===== src/rtl/sum_uart_tx.sv =====
`default_nettype none
// ============================================================================
// Module      : sum_uart_tx
// Description : Adds the two latched operands and, on a falling edge of the
//               send pushbutton, transmits the zero-extended sum as a single
//               8N1 UART frame (LSB first) on tx.
// Ports       : clk      - system clock, rising edge
//               reset_n  - asynchronous active-low reset
//               q_a, q_b - DATA_W-bit unsigned operands from the latch
//               send_n   - active-low send request (asynchronous pushbutton)
//               tx       - UART serial out, idle high, registered
//               busy     - high from START entry through the last STOP cycle
//               done     - one-cycle pulse after the stop bit completes
//               sum_out  - sum captured when the frame started
// Revision    : 1.0 - initial release
// ============================================================================
module sum_uart_tx #(
    parameter int CLKS_PER_BIT = 104,
    parameter int DATA_W       = 4
) (
    input  logic              clk,
    input  logic              reset_n,
    input  logic [DATA_W-1:0] q_a,
    input  logic [DATA_W-1:0] q_b,
    input  logic              send_n,
    output logic              tx,
    output logic              busy,
    output logic              done,
    output logic [DATA_W:0]   sum_out
);

    localparam int                 c_CNT_W    = $clog2(CLKS_PER_BIT);
    localparam logic [c_CNT_W-1:0] c_CNT_LAST = c_CNT_W'(CLKS_PER_BIT - 1);

    localparam logic [1:0] c_IDLE  = 2'd0;
    localparam logic [1:0] c_START = 2'd1;
    localparam logic [1:0] c_DATA  = 2'd2;
    localparam logic [1:0] c_STOP  = 2'd3;

    // Request synchronizer and edge detector
    logic       r_s1;
    logic       r_s2;
    logic       r_s3;
    logic [1:0] r_seen;
    logic       r_armed;
    logic       w_req;

    // Datapath and FSM
    logic [DATA_W:0]    w_sum;
    logic [7:0]         w_payload;
    logic               w_bit_end;
    logic [1:0]         r_state;
    logic [c_CNT_W-1:0] r_baud;
    logic [2:0]         r_idx;
    logic [7:0]         r_shift;
    logic               r_tx;
    logic               r_busy;
    logic               r_done;
    logic [DATA_W:0]    r_sum;

    assign w_sum     = {1'b0, q_a} + {1'b0, q_b};
    assign w_payload = 8'(w_sum);
    assign w_bit_end = (r_baud == c_CNT_LAST);

    // The sync flops reset high so an untouched button is not a request.
    // r_seen marks when r_s2 first carries a genuinely sampled value; the
    // detector is armed only once the button has been seen released, so a
    // button already held down when reset is released cannot fire a frame.
    always_ff @(posedge clk or negedge reset_n) begin
        if (!reset_n) begin
            r_s1    <= 1'b1;
            r_s2    <= 1'b1;
            r_s3    <= 1'b1;
            r_seen  <= 2'b00;
            r_armed <= 1'b0;
        end else begin
            r_s1    <= send_n;
            r_s2    <= r_s1;
            r_s3    <= r_s2;
            r_seen  <= {r_seen[0], 1'b1};
            r_armed <= r_armed | (r_seen[1] & r_s2);
        end
    end

    assign w_req = r_s3 & ~r_s2 & r_armed;

    // Frame FSM. tx is updated on the same edge as the state so the line
    // level always matches the bit being sent and comes straight off a flop.
    always_ff @(posedge clk or negedge reset_n) begin
        if (!reset_n) begin
            r_state <= c_IDLE;
            r_baud  <= '0;
            r_idx   <= 3'd0;
            r_shift <= 8'd0;
            r_tx    <= 1'b1;
            r_busy  <= 1'b0;
            r_done  <= 1'b0;
            r_sum   <= '0;
        end else begin
            r_done <= 1'b0;
            case (r_state)
                c_IDLE: begin
                    r_baud <= '0;
                    if (w_req) begin
                        r_shift <= w_payload;
                        r_sum   <= w_sum;
                        r_tx    <= 1'b0;
                        r_busy  <= 1'b1;
                        r_state <= c_START;
                    end
                end
                c_START: begin
                    if (w_bit_end) begin
                        r_baud  <= '0;
                        r_idx   <= 3'd0;
                        r_tx    <= r_shift[0];
                        r_state <= c_DATA;
                    end else begin
                        r_baud <= r_baud + 1'b1;
                    end
                end
                c_DATA: begin
                    if (w_bit_end) begin
                        r_baud <= '0;
                        if (r_idx == 3'd7) begin
                            r_tx    <= 1'b1;
                            r_state <= c_STOP;
                        end else begin
                            r_shift <= {1'b0, r_shift[7:1]};
                            r_tx    <= r_shift[1];
                            r_idx   <= r_idx + 3'd1;
                        end
                    end else begin
                        r_baud <= r_baud + 1'b1;
                    end
                end
                c_STOP: begin
                    if (w_bit_end) begin
                        r_baud  <= '0;
                        r_done  <= 1'b1;
                        r_busy  <= 1'b0;
                        r_state <= c_IDLE;
                    end else begin
                        r_baud <= r_baud + 1'b1;
                    end
                end
                default: begin
                    r_state <= c_IDLE;
                    r_tx    <= 1'b1;
                    r_busy  <= 1'b0;
                    r_baud  <= '0;
                end
            endcase
        end
    end

    assign tx      = r_tx;
    assign busy    = r_busy;
    assign done    = r_done;
    assign sum_out = r_sum;

endmodule
`default_nettype wire


===== config.mk =====
export PLATFORM = sky130hd
export DESIGN_NAME = sum_uart_tx
export DESIGN_NICKNAME = d
export VERILOG_FILES = /design/src/rtl/sum_uart_tx.sv
export SDC_FILE = /design/constraint.sdc
export NUM_CORES = 1
export LEC_CHECK = 0
export ABC_AREA = 0
export BUFFER_PORTS_ARGS = -buffer_cell sky130_fd_sc_hd__buf_4
export CAP_MARGIN = 20
export CELL_PAD_IN_SITES_DETAIL_PLACEMENT = 1
export CELL_PAD_IN_SITES_GLOBAL_PLACEMENT = 2
export CORE_MARGIN = 2
export CORE_UTILIZATION = 40
export DETAILED_ROUTE_END_ITERATION = 8
export GPL_TIMING_DRIVEN = 0
export PLACE_DENSITY_LB_ADDON = 0.3
export RECOVER_POWER = 100
export SLEW_MARGIN = 10
export SYNTH_ARGS = -nofsm -noshare
export SYNTH_HDL_FRONTEND = slang
export SYNTH_SLANG_ARGS = --single-unit

===== constraint.sdc =====
create_clock -name clk -period 3.8 [get_ports clk]
set_input_delay 0.38 -clock clk [delete_from_list [all_inputs] [get_ports clk]]
set_output_delay 0.38 -clock clk [all_outputs]
set_load 0.02 [all_outputs]

# == Yosys cells after proc, flatten, opt, wreduce, memory -nomap -nowiden ==
# Index checks and enable logic that the tools add are counted.
# word_totals
out_inout_bits,8
ff_bits,34
# op_classes
n_reduce_logical,12
n_addsub,3
n_bitwise,5
n_eq_ne,11
muxes,26
# op_table
op,count
8-bit two-way mux,3
8-bit one-hot mux with 2 select lines,1
7-bit one-hot mux with 2 select lines,1
"2-bit inequality test, second input constant",6
4-bit AND reduction,3
2-bit two-way mux,5
3-bit two-way mux,3
1-bit two-way mux,8
2-bit one-hot mux with 4 select lines,1
"7-bit by 1-bit adder with 7-bit output, second input constant",1
"7-bit == test, second input constant",1
7-bit two-way mux,1
3-bit one-hot mux with 2 select lines,1
2-bit nonzero test,3
4-bit by 4-bit adder with 5-bit output,1
5-bit AND reduction,1
"2-bit == test, second input constant",2
"3-bit by 1-bit adder with 3-bit output, second input constant",1
1-bit AND,3
"3-bit == test, second input constant",1
1-bit one-hot mux with 3 select lines,1
3-bit AND reduction,1
3-bit nonzero test,1
3-bit OR reduction,1
6 further kinds,6

# == Depth between registers and ports, before layout ==
# depth
word_depth,5
ltp_mapped,8

# == Worst setup path after synthesis ==
# No wires, ideal clock.
# synth_timing
kind,register to register
startpoint,reg r_state[0]
endpoint,reg r_state[1]
setup_time_ns,0.125
n_path_buf,1
setup_slack_ns,1.946
stages_incl_launch_ff,8
required_time_ns,3.675
arrival_time_ns,1.729
cell_sequence,dfrtp_1 -> inv_1 -> ha_1 -> clkbuf_1 -> nor4b_1 -> a21oi_1 -> a21oi_1 -> mux2_2
# synth_between
elab_chain_cells,3
word_cells_on_any_way,11
cone_classes,eq/ne: 8; mux: 1; reduce/logical: 2
# synth_rtl
element,line,rtl
"start, declared",52,logic [1:0] r_state;
"start signal, assigned",91,r_state <= c_IDLE;
"start signal, assigned",109,r_state <= c_START;
"start signal, assigned",117,r_state <= c_DATA;
"2-bit == test, or another cell as far along",101,case (r_state)
2-bit inequality test (no line),--,
5-bit AND reduction (no line),--,
# Parallel ways exist; a longest one is shown, timed or not.
# A chain may end at the register's enable or synchronous reset.

# == Worst setup path in the final report ==
# layout_timing
startpoint,reg r_state[0]
endpoint,"reg r_tx, in the netlist tx"
# layout_between
elab_chain_cells,3
word_cells_on_any_way,9
cone_classes,eq/ne: 5; mux: 1; reduce/logical: 3
# layout_rtl
element,line,rtl
"2-bit by 1-bit == test with 1-bit output, or another cell as far along",101,
2-bit inequality test (no line) or 3-bit nonzero test (tied branches),--,
4-bit AND reduction (no line),--,
"end signal, assigned",116,r_tx <= r_shift[0];
"end signal, assigned",130,r_tx <= r_shift[1];
"end, declared",56,logic r_tx;
# Parallel ways exist; a longest one is shown, timed or not.

==> results.json <==
{
  "cts_hold_buffers": 0,
  "slowest_delay_ns": 0.42,
  "clk_latency_ns": 0.28,
  "cts_tree": "yes",
  "cp_cell_sequence": "inv_1 > ha_1 > clkbuf_1 > nor2_1 > or3_1 > a21oi_1 > mux2_1",
  "cp.buffers_inverters": 2,
  "avgSynthCellArea_sq_um": 11.1,
  "synth_cells": 147,
  "power.density_nw_per_um2": 680,
  "fin_tns_setup_ns": 0,
  "total_power_mw": 1.27,
  "syn_area_sq_um": 1630,
  "wl_met2_mm": 1.65,
  "grt_first_pass_wirelength_mm": 5.80,
  "finalCriticalPeriod_ns": 2.19,
  "grt_usage": 0.175,
  "worst_pin_slew_ns": 1.64,
  "initial_core_util": 0.413,
  "fin_skew_ns": 0.00468,
  "power_leakage_nw": 0.831,
  "wl_met3_um": 126,
  "fp-row-count": 23,
  "wire_per_inst_um": 15.4,
  "final_cell_mix": "27 x dfrtp_1, 15 x clkbuf_1, 13 x nand2_1",
  "grt_max_degree": 32,
  "ys.flop_type": "dfrtp_1",
  "synth.net_count": 171,
  "critPathRequiredTime_ns": 4.00,
  "failed_checks": "capacitance limit, slew limit",
  "drt-pass1-iter-count": 4,
  "grt_pass1_vias": 1263,
  "post-cts-setup-buffers": 0,
  "gp_congestion": 0.733,
  "crit_fanout": 10,
  "fin_crit_sh": 0.576,
  "rsz0062_at_grt": "false",
  "dieHeight_um": 67.8,
  "grt_antenna_before_repair": 0,
  "cts_buffers": 5,
  "vias": 1179,
  "crit_family": "simple AND/OR/NAND/NOR gates",
  "max_slew_margin": -0.0959,
  "drt.antenna.violating_nets": 0,
  "cts_sinks": 31,
  "diodes": 0,
  "timing.fmax_mhz": 457,
  "ys_types": 36,
  "finalSetupViolations": 0,
  "status": "finished, violations left",
  "area_delta_synth_final_pct": 14.7,
  "crit_path_start_kind": "register",
  "yosysWarnings": 0,
  "viasPerCell": 5.29,
  "drcViolationCount": 0,
  "drv_slew": 32,
  "cp-end-kind": "register",
  "crit_slowest_cell": "or3_1",
  "hold_class": "in2reg",
  "overflow": 0,
  "crit_type": "reg2reg",
  "cts.clk_slew.worst_paths_ns": 0.06,
  "m1WireLength_mm": 1.60,
  "maxCapViolations": 1,
  "layout-drive-gt1-share": 0.173,
  "nFillCells": 454,
  "root_buffer": "clkbuf_8",
  "htreeDepth": 2,
  "die_w_um": 67.8,
  "cts_buffer_depth": 2,
  "final_hold_viol_count": 0,
  "synth_edf_count": 0,
  "cts_resized": 0,
  "async_reset_ff_frac": 1.00,
  "routed_wl_mm": 3.43,
  "io_buffers": 18,
  "dp_hpwl_mm": 2.53,
  "top_layer": "met4",
  "fin_nets": 196,
  "cp.arrival_ns": 2.40,
  "die-area_sq_um": 4590,
  "seq_area_frac_synth": 0.480,
  "core_area_sq_um": 3940,
  "peakVddDrop_mv": 0.310,
  "io_pins": 19,
  "mostFrequentLayoutCell": "dfrtp_1",
  "synth_seq_cells": 31,
  "dr.first_iter.drc_count": 32
}
==> final cells by class <==
type,count,area [sq um],area share
multi-input combinational,109,795,0.426
sequential,31,781,0.419
timing repair buffer,18,101,0.0543
clock buffer,8,100,0.0537
tap,50,62.6,0.0335
buffer,5,18.8,0.0101
inverter,2,7.51,0.00402
==> synthesized netlist by cell type (4+ instances only) <==
master    instances  area, sq um
a21oi_1           6         30.0
clkbuf_1          4         15.0
dfrtp_1          27          676
dfstp_2           4          105
ha_1             12          150
mux2_2           10          113
nand2_1          13         48.8
nand3_1           6         30.0
nor2_1            6         22.5
nor2b_1           4         25.0
nor3_1            4         20.0
nor3b_1           5         37.5
o21ai_0          11         55.1
==> power breakdown <==
part           total [mW]  switching, mW  internal [mW]
Sequential          0.491         0.0588          0.432
Combinational       0.490          0.277          0.213
Clock               0.287          0.122          0.165
Total                1.27          0.457          0.811
==> routing by layer <==
layer | up-vias | GRT usage
li1 | 568 | -
met1 | 584 | 0.215
met2 | 20 | 0.297
met3 | 7 | 0.0550
met4 | 0 | 0.0450
met5 | - | 0
==> logic make-up (layout without fill, tap and decap cells) <==
group / count (synthesis) / in the layout / share of synthesized area
DFF: 31 / 31 / 0.480
adders and majority gates: 13 / 13 / 0.105
other: 1 / 1 / 0.00231
AOI/OAI and AO/OA: 30 / 30 / 0.116
xor gates and xnor gates: 6 / 6 / 0.0323
and+or+nand+nor: 48 / 48 / 0.168
buffers and inverters: 7 / 33 / 0.0208
muxes: 11 / 11 / 0.0762
==> registers in the layout, summed over array words and instances (netlist names) <==
| signal | cells |
|---|---|
| r_baud | 7 |
| r_shift | 5 |
| sum_out | 5 |
| r_idx | 3 |
| r_seen | 2 |
| r_state | 2 |
| busy | 1 |
| done | 1 |
| r_armed | 1 |
| r_s1 | 1 |
| r_s2 | 1 |
| r_s3 | 1 |
| tx | 1 |
==> path summary, 6_finish.rpt <==
check | start | to | slack, ns | cells after the start
min | send_n | r_s1 | 0.20 | 1
max | r_state[0] | tx | 1.61 | 7
max reg2reg | r_state[0] | tx | 1.61 | 7
max in group asynchronous | reset_n | r_seen[1] | 2.33 | 1
min reg2reg | r_seen[0] | r_seen[1] | 0.36 | 0
min in group asynchronous | reset_n | done | 0.51 | 1
==> per-stage QoR <==
step | area, sq um | utilization | hold slack (ns) | worst slack [ns] | std cells
after floorplan | 1630 | - | 0.0844 | 1.95 | 147
after global placement | 1820 | 0.463 | 0.331 | 1.74 | 215
after detailed placement | 1820 | 0.463 | 0.339 | 1.66 | 215
after CTS | 1920 | 0.488 | 0.0284 | 1.65 | 223
after global routing | 1870 | 0.473 | 0.186 | 1.47 | 223
final | 1870 | 0.473 | 0.205 | 1.61 | 223
Power figures use the tool's default switching activity.
